==> src/rtl/softmax_div_sequencer.sv <==
// Softmax normaliser: buffers N exponents, sums them, and issues one (exp<<FRAC)/sum division per element.
// Latency: ISSUE -> out_valid is DW+2 cycles when sum != 0, and 1 cycle when sum == 0; one element every DW+3 cycles.
// Backpressure: out_ready low holds OUT (data/last/valid stable) and no new division starts; in_ready is high only in LOAD.
module softmax_div_sequencer #(
    parameter int N    = 8,
    parameter int DW   = 32,
    parameter int EW   = 16,
    parameter int FRAC = 16
) (
    input  logic          clk,
    input  logic          rst,
    input  logic          in_valid,
    output logic          in_ready,
    input  logic [EW-1:0] in_data,
    output logic          out_valid,
    input  logic          out_ready,
    output logic [DW-1:0] out_data,
    output logic          out_last,
    output logic          div_start,
    output logic [DW-1:0] div_dividend,
    output logic [DW-1:0] div_divisor,
    input  logic [DW-1:0] div_quotient,
    input  logic          div_done,
    output logic          div_rst_n
);

    localparam int IW = $clog2(N);
    localparam int SW = EW + IW;
    localparam logic [IW-1:0] LAST_IDX = IW'(N - 1);

    typedef enum logic [1:0] {
        S_LOAD  = 2'd0,
        S_ISSUE = 2'd1,
        S_WAIT  = 2'd2,
        S_OUT   = 2'd3
    } state_t;

    state_t          r_state;
    state_t          w_state_nxt;
    logic [EW-1:0]   r_buf [N];
    logic [IW-1:0]   r_cnt;
    logic [IW-1:0]   r_idx;
    logic [SW-1:0]   r_sum;
    logic [DW-1:0]   r_out_data;
    logic            r_clr_n;
    logic            w_sum_zero;
    logic            w_in_fire;
    logic            w_out_fire;

    assign w_sum_zero = (r_sum == '0);
    assign w_in_fire  = in_valid && in_ready;
    assign w_out_fire = out_valid && out_ready;

    // Operands come straight from buffered state, so they cannot move while the divider works.
    assign div_dividend = DW'({r_buf[r_idx], {FRAC{1'b0}}});
    assign div_divisor  = DW'(r_sum);
    assign out_data     = r_out_data;
    // The divider is held in reset by the system reset or by the one-cycle post-result clear.
    assign div_rst_n    = rst & r_clr_n;

    // State register
    always_ff @(posedge clk or negedge rst) begin
        if (!rst) begin
            r_state <= S_LOAD;
        end else begin
            r_state <= w_state_nxt;
        end
    end

    // Next-state logic
    always_comb begin
        w_state_nxt = r_state;
        case (r_state)
            S_LOAD:  if (w_in_fire && (r_cnt == LAST_IDX)) w_state_nxt = S_ISSUE;
            S_ISSUE: w_state_nxt = w_sum_zero ? S_OUT : S_WAIT;
            S_WAIT:  if (div_done) w_state_nxt = S_OUT;
            S_OUT: begin
                if (w_out_fire) begin
                    w_state_nxt = (r_idx == LAST_IDX) ? S_LOAD : S_ISSUE;
                end
            end
            default: w_state_nxt = S_LOAD;
        endcase
    end

    // Handshake and divider-start outputs decoded from the current state
    always_comb begin
        in_ready  = 1'b0;
        out_valid = 1'b0;
        out_last  = 1'b0;
        div_start = 1'b0;
        case (r_state)
            S_LOAD:  in_ready  = 1'b1;
            S_ISSUE: div_start = !w_sum_zero;
            S_OUT: begin
                out_valid = 1'b1;
                out_last  = (r_idx == LAST_IDX);
            end
            default: ;
        endcase
    end

    // Datapath: buffer fill, running sum, element index, result capture and divider clear
    always_ff @(posedge clk or negedge rst) begin
        if (!rst) begin
            for (int i = 0; i < N; i++) r_buf[i] <= '0;
            r_cnt      <= '0;
            r_idx      <= '0;
            r_sum      <= '0;
            r_out_data <= '0;
            r_clr_n    <= 1'b1;
        end else begin
            // The clear is a single-cycle pulse; released before the next start is sampled.
            r_clr_n <= 1'b1;
            case (r_state)
                S_LOAD: begin
                    if (w_in_fire) begin
                        r_buf[r_cnt] <= in_data;
                        r_sum        <= r_sum + {{IW{1'b0}}, in_data};
                        if (r_cnt == LAST_IDX) begin
                            r_cnt <= '0;
                            r_idx <= '0;
                        end else begin
                            r_cnt <= r_cnt + 1'b1;
                        end
                    end
                end
                S_ISSUE: begin
                    // An all-zero vector yields zero probabilities without touching the divider.
                    if (w_sum_zero) r_out_data <= '0;
                end
                S_WAIT: begin
                    if (div_done) begin
                        r_out_data <= div_quotient;
                        r_clr_n    <= 1'b0;
                    end
                end
                S_OUT: begin
                    if (w_out_fire) begin
                        if (r_idx == LAST_IDX) begin
                            r_idx <= '0;
                            r_cnt <= '0;
                            r_sum <= '0;
                        end else begin
                            r_idx <= r_idx + 1'b1;
                        end
                    end
                end
                default: ;
            endcase
        end
    end

endmodule
==> config.mk <==
export PLATFORM = sky130hd
export DESIGN_NAME = softmax_div_sequencer
export DESIGN_NICKNAME = d
export VERILOG_FILES = /design/src/rtl/softmax_div_sequencer.sv
export SDC_FILE = /design/constraint.sdc
export NUM_CORES = 1
export LEC_CHECK = 0
export CAP_MARGIN = 15
export CORE_MARGIN = 2
export CORE_UTILIZATION = 35
export DETAILED_ROUTE_END_ITERATION = 16
export DONT_BUFFER_PORTS = 1
export GPL_TIMING_DRIVEN = 0
export PLACE_DENSITY = 0.57
export REMOVE_ABC_BUFFERS = 1
export SYNTH_ARGS = -nofsm -noshare
export SYNTH_HDL_FRONTEND = slang
export SYNTH_SLANG_ARGS = --single-unit
==> constraint.sdc <==
create_clock -name clk -period 4.44 [get_ports clk]
set_clock_uncertainty 0.1 [all_clocks]
set_input_delay 0.888 -clock clk [delete_from_list [all_inputs] [get_ports clk]]
set_output_delay 0.888 -clock clk [all_outputs]
set_load 0.02 [all_outputs]
# [Word level (Yosys, flattened, before mapping)]
# Cells that the tools add are included.
[totals] input_bits=53 ramBits=0 word_cells=84 memories=0 output_inout_bits=101 mem_bits_ro=0 latchBits=0 ff_bits=188
[op_classes] div=0 bitwise=3 n_eq_ne=12 magnitude_cmp=3 reduce_logical=14 mux=35 multipliers=0 add_sub_neg=3 n_shift=0
[op_table] op="bitwise mux 128 bit" count=1
[op_table] op="two-way mux 32 bit" count=2
[op_table] op="one-hot mux 32 bit (2 select lines)" count=1
[op_table] op="two-way mux 19 bit" count=3
[op_table] op="binary-select mux 16 bit (select 3 bit)" count=1
[op_table] op="demux 16 bit (select 3 bit)" count=1
[op_table] op="two-way mux 16 bit" count=3
[op_table] op="one-hot mux 19 bit (2 select lines)" count=1
[op_table] op="two-way mux 3 bit" count=8
[op_table] op="adder 19 x 16 -> 19 bit" count=1
[op_table] op="zero test 19 bit" count=1
[op_table] op="!= test 2 bit (second input constant)" count=7
[op_table] op="one-hot mux 3 bit (2 select lines)" count=2
[op_table] op="greater-or-equal comparator 4 bit (second input constant)" count=2
[op_table] op="two-way mux 1 bit" count=8
[op_table] op="inverter 3 -> 4 bit" count=2
[op_table] op="one-hot mux 2 bit (4 select lines)" count=1
[op_table] op="AND reduction 4 bit" count=2
[op_table] op="adder 3 x 1 -> 3 bit (second input constant)" count=2
[op_table] op="equality test 3 bit (second input constant)" count=2
[op_table] op="two-way mux 2 bit" count=3
[op_table] op="AND reduction 3 bit" count=2
[op_table] op="equality test 2 bit (second input constant)" count=2
[op_table] op="logical AND 1 bit" count=4
[op_table] op="other kinds (7)" count=8

# [Longest topological paths before layout]
[depth] ltp_word=6 ltp_mapped=10

# [Worst setup path before layout]
# Ideal clock, no wire load.
[synth_path] path_type="input to register" startpoint="input port in_data[0]" endpoint="register r_sum[12]" arrival_ns=2.537 stages=8 path_slack_ns=1.670 cell_sequence="ha_1 > fa_1 > a21o_1 > a221oi_2 > o21ai_2 > a21oi_1 > xor2_1 > o21ai_0"
[synth_via] elab_chain_len=3
[synth_lines] item="from (decl)" line_no="14" text="input logic [EW-1:0] in_data,"
[synth_lines] item="adder 19 x 16 -> 19 bit" line_no="119" text="r_sum <= r_sum + {{IW{1'b0}}, in_data};"
[synth_lines] item="two-way mux 19 bit" line_no="117" text="if (w_in_fire) begin"
[synth_lines] item="one-hot mux 19 bit (2 select lines)" line_no="115" text="case (r_state)"
[synth_lines] item="to (signal assigned)" line_no="119"
[synth_lines] item="to (decl)" line_no="43" text="logic [SW-1:0] r_sum;"
# No other way between the ends. The select of a mux whose other input is x is not followed.
# A chain may end at the register's enable or synchronous reset.

# [Worst setup path after layout]
[layout_path] startpoint="register r_idx[2]" endpoint="output port div_dividend[28]"
[layout_via] elab_chain_len=4
[layout_lines] item="from (decl)" line_no="42" text="logic [IW-1:0] r_idx;"
[layout_lines] item="from (signal assigned)" line_no="145" text="r_idx <= r_idx + 1'b1;"
[layout_lines] item="inverter 3 -> 4 bit (implied by the code)" line_no="55" text="assign div_dividend = DW'({r_buf[r_idx], {FRAC{1'b0}}});"
[layout_lines] item="binary-select mux 16 bit (select 3 bit)" line_no="55"
[layout_lines] item="two-way mux 16 bit (implied by the code) (2 in a row)" line_no="55"
[layout_lines] item="to (decl)" line_no="20" text="output logic [DW-1:0] div_dividend,"
# No other way between the ends. The select of a mux whose other input is x is not followed.

==> impl_metrics.xml <==
<?xml version="1.0" encoding="UTF-8"?>
<metrics>
  <group name="worst_setup_path">
    <metric name="critical_path_launch_point" unit="">r_idx[2]</metric>
    <metric name="worst_ep_required_time" unit="ns">3.45</metric>
    <metric name="setup.worst_path.end_class" unit="">primary output</metric>
    <metric name="worst-r2r-cell-count" unit="">5</metric>
    <metric name="worst_path_most_repeated_cell" unit="">sky130_fd_sc_hd__nand2_1</metric>
    <metric name="worstSetupPathType" unit="">reg2out</metric>
    <metric name="path_delay_family" unit="">flip-flops</metric>
    <metric name="cp.buffers_inverters" unit="">1</metric>
    <metric name="worstReg2RegEnd" unit="">out_data[7]</metric>
    <metric name="critical_path.max_stage_delay" unit="ns">0.94</metric>
    <metric name="reg2reg_setup_slack" unit="ns">1.43</metric>
    <metric name="crit_chain" unit="">clkinv_1, nand2_1, nand2_1</metric>
    <metric name="crit_fanout" unit="">18</metric>
    <metric name="critPathArrivalTime" unit="ns">2.72</metric>
    <metric name="start_kind" unit="">flip-flop</metric>
    <metric name="slowest_stage" unit="">sky130_fd_sc_hd__dfrtp_1</metric>
    <metric name="worstReg2RegStart" unit="">r_sum[9]</metric>
  </group>
  <group name="route">
    <metric name="routed_wirelength" unit="um">21390</metric>
    <metric name="detailedRoute.firstIterationViolations" unit="">325</metric>
    <metric name="detail-route-antenna-nets" unit="">0</metric>
    <metric name="avgRoutedWirePerCell" unit="um">19.34</metric>
    <metric name="vias_per_cell" unit="">5.186</metric>
    <metric name="num_vias" unit="">5736</metric>
    <metric name="dr.pass1.iters" unit="">10</metric>
    <metric name="drc" unit="">9</metric>
  </group>
  <group name="synthesis">
    <metric name="portion_of_synthesized_cell_area_occupied_by_the_leading_cell_type" unit="%">50.05</metric>
    <metric name="syn-instance-count" unit="">770</metric>
    <metric name="synth_area" unit="um2">9349</metric>
    <metric name="synthFlopType" unit="">sky130_fd_sc_hd__dfrtp_1</metric>
    <metric name="synth-async-reset-ratio" unit="%">100.0</metric>
    <metric name="synthDistinctLibCells" unit="">60</metric>
    <metric name="number_of_enable_type_register_cells_in_the_synthesized_netlist" unit="">0</metric>
    <metric name="dominant_cell_by_count_in_the_synthesized_netlist" unit="">sky130_fd_sc_hd__dfrtp_1</metric>
    <metric name="synth.area.top_cells" unit="">sky130_fd_sc_hd__dfrtp_1 50%, sky130_fd_sc_hd__mux2_2 15%, sky130_fd_sc_hd__mux4_2 7.7%</metric>
    <metric name="synth_area_per_cell" unit="um2">12.14</metric>
    <metric name="seq_area_frac_synth" unit="%">50.33</metric>
    <metric name="synth.top_cells.by_count" unit="">187 x sky130_fd_sc_hd__dfrtp_1, 126 x sky130_fd_sc_hd__mux2_2, 77 x sky130_fd_sc_hd__nand2_1</metric>
    <metric name="synth_largest_area_cell" unit="">sky130_fd_sc_hd__dfrtp_1</metric>
    <metric name="yosys_warns" unit="">0</metric>
    <metric name="postSynthRegisterBits" unit="">188</metric>
  </group>
  <group name="global_routing">
    <metric name="grt_remaining_overflow" unit="">0</metric>
    <metric name="track_usage" unit="%">15.72</metric>
    <metric name="first_global_vias" unit="">5784</metric>
    <metric name="largest_net_degree_at_the_start_of_global_routing" unit="">190</metric>
    <metric name="grt_pass1_wl" unit="um">33970</metric>
    <metric name="number_of_antenna_violations_at_the_first_check_in_global_routing" unit="">0</metric>
  </group>
  <group name="min_path">
    <metric name="timing.hold.worst.class" unit="">in2async</metric>
  </group>
  <group name="cts">
    <metric name="cts-root-buf" unit="">sky130_fd_sc_hd__clkbuf_16</metric>
    <metric name="cts-resized-gates" unit="">0</metric>
    <metric name="cts-htree-levels" unit="">4</metric>
    <metric name="worst_setup_hold_path_clk_slew" unit="ns">0.08</metric>
    <metric name="ctsLongestPathBuffers" unit="">2</metric>
    <metric name="clock_sinks" unit="">188</metric>
    <metric name="cts_buffers" unit="">17</metric>
    <metric name="insertion_delay" unit="ns">0.44</metric>
    <metric name="clock_tree_from_tritoncts" unit="">built</metric>
    <metric name="cts-hold-fix-buffers" unit="">0</metric>
    <metric name="cts_setup_buffers" unit="">0</metric>
  </group>
  <group name="timing">
    <metric name="final-setup-viol-count" unit="">0</metric>
    <metric name="timing.final.crit_share" unit="%">83.52</metric>
    <metric name="timing.setup.tns" unit="ns">0</metric>
    <metric name="finalCriticalPeriod" unit="ns">3.708</metric>
    <metric name="slew_violations" unit="">0</metric>
    <metric name="hold_violations" unit="">0</metric>
    <metric name="max_slew.worst_pin.slew" unit="ns">1.002</metric>
    <metric name="timing.slew.headroom" unit="%">33.21</metric>
    <metric name="achievable-frequency" unit="MHz">269.7</metric>
    <metric name="rsz0062_at_grt" unit="">false</metric>
  </group>
  <group name="placement">
    <metric name="dpl-instance-area" unit="um2">9567</metric>
    <metric name="routability_congestion_estimate" unit="">0.8090</metric>
    <metric name="port_buffers" unit="">0</metric>
    <metric name="dp_hpwl" unit="um">14570</metric>
  </group>
  <group name="job">
    <metric name="cap_viol_max_count" unit="">0</metric>
  </group>
  <group name="finish">
    <metric name="diodes" unit="">0</metric>
    <metric name="final_nets" unit="">836</metric>
    <metric name="post_route_cells_drive_above_1_share" unit="%">28.40</metric>
    <metric name="final_cell_area" unit="um2">10200</metric>
    <metric name="final_util" unit="%">39.04</metric>
    <metric name="fill_cells" unit="">2503</metric>
    <metric name="syn_to_final_growth" unit="%">9.128</metric>
  </group>
  <group name="floorplan">
    <metric name="dieArea" unit="um2">28030</metric>
    <metric name="core_area" unit="um2">26130</metric>
    <metric name="initial_utilization" unit="%">35.78</metric>
    <metric name="core.rowCount" unit="">59</metric>
    <metric name="boundaryPins" unit="">154</metric>
    <metric name="die_height" unit="um">167.4</metric>
    <metric name="die_x" unit="um">167.4</metric>
  </group>
  <group name="power">
    <metric name="pwr_density_cell" unit="nW/um2">694.1</metric>
    <metric name="leakage" unit="nW">4.607</metric>
    <metric name="vdd_drop_max" unit="V">0.0003394</metric>
  </group>
  <group name="run_status">
    <metric name="failed_checks" unit="">design-rule violations</metric>
    <metric name="status" unit="">finished with violations</metric>
  </group>
</metrics>
[cell type report]
cell class	count	area, um2	area share [%]
sequential	188	4708	46.15
multi-input combinational	503	4179	40.96
clock buffer	18	439.2	4.305
tap	335	419.2	4.108
clock inverter	14	171.4	1.680
inverter	40	150.1	1.472
timing repair buffer	8	135.1	1.325
[state kept, by name, indices dropped and copies added, names as in the netlist]
name,flops
r_cnt,3
r_clr_n,1
r_state,2
out_data,32
r_idx,3
r_buf,128
r_sum,19
[layer usage]
| layer | wire [um] | share of wire, % | GRT usage, % | vias up |
|---|---|---|---|---|
| li1 | - | - | - | 2656 |
| met1 | 9654 | 45 | 21.21 | 2937 |
| met2 | 10150 | 47 | 24.73 | 120 |
| met3 | 1218 | 5.7 | 4.349 | 23 |
| met4 | 373 | 1.7 | 4.953 | 0 |
| met5 | 0 | 0 | 0 | - |
[metrics by stage]
stage | setup WS, ns | hold slack [ns] | power (mW) | instances
CTS | 0.5920 | 0.01522 | 7.138 | 1105
global route | 0.5213 | 0.006153 | 7.556 | 1106
finish | 0.7318 | 0.03255 | 7.082 | 1106
detailed placement | 1.064 | 0.3799 | 5.551 | 1073
global placement | 0.4585 | 0.3747 | 5.463 | 1066
floorplan | 1.171 | 0.3595 | 4.911 | 731
[how the worst max path moves through the flow]
stage	end	depth (start not counted)	slack, ns
after floorplan	div_dividend[16]	3	1.17
after global placement	div_dividend[25]	3	0.46
after detailed placement	div_dividend[28]	3	1.06
after CTS	div_dividend[28]	3	0.59
after global routing	div_dividend[16]	3	0.52
final	div_dividend[28]	3	0.73
[report_power, final]
part | leakage (nW) | internal (mW) | switching (mW)
registers | 2.49 | 2.36 | 0.793
logic | 1.82 | 1.12 | 1.23
clock network | 0.297 | 0.824 | 0.748
[logic make-up (layout without fill, tap and decap cells)]
kind of cell,count (synthesis),in the layout,share of synthesized area [%]
and+or+nand+nor,170,170,8.539
buffers and inverters,107,80,6.263
muxes,164,164,23.57
xor gates and xnor gates,11,11,1.030
adders and majority gates,25,25,3.426
DFF,188,188,50.33
other,1,29,0.04011
AOI/OAI and AO/OA,104,104,6.799
[layout by cell type, fill, tap and decap left out, drive strengths merged, types with 3 or more instances in the layout]
cell type,Yosys,routed
conb,1,29
mux2i,3,3
nand2b,3,3
a21oi,13,13
a21o,3,3
dfrtp,187,187
clkinv,1,6
nor3,4,4
o21ai,59,59
o21a,3,3
ha,24,24
mux2,129,129
and2,4,4
and4,3,3
clkbuf,11,19
a21boi,3,3
nand2,77,77
xnor2,5,5
nand3,42,42
mux4,32,32
or3,3,3
buf,56,7
nor4,5,5
xor2,6,6
a31oi,5,5
a22o,4,4
inv,39,46
nor2,18,18
(Power assumes the default switching activity.)
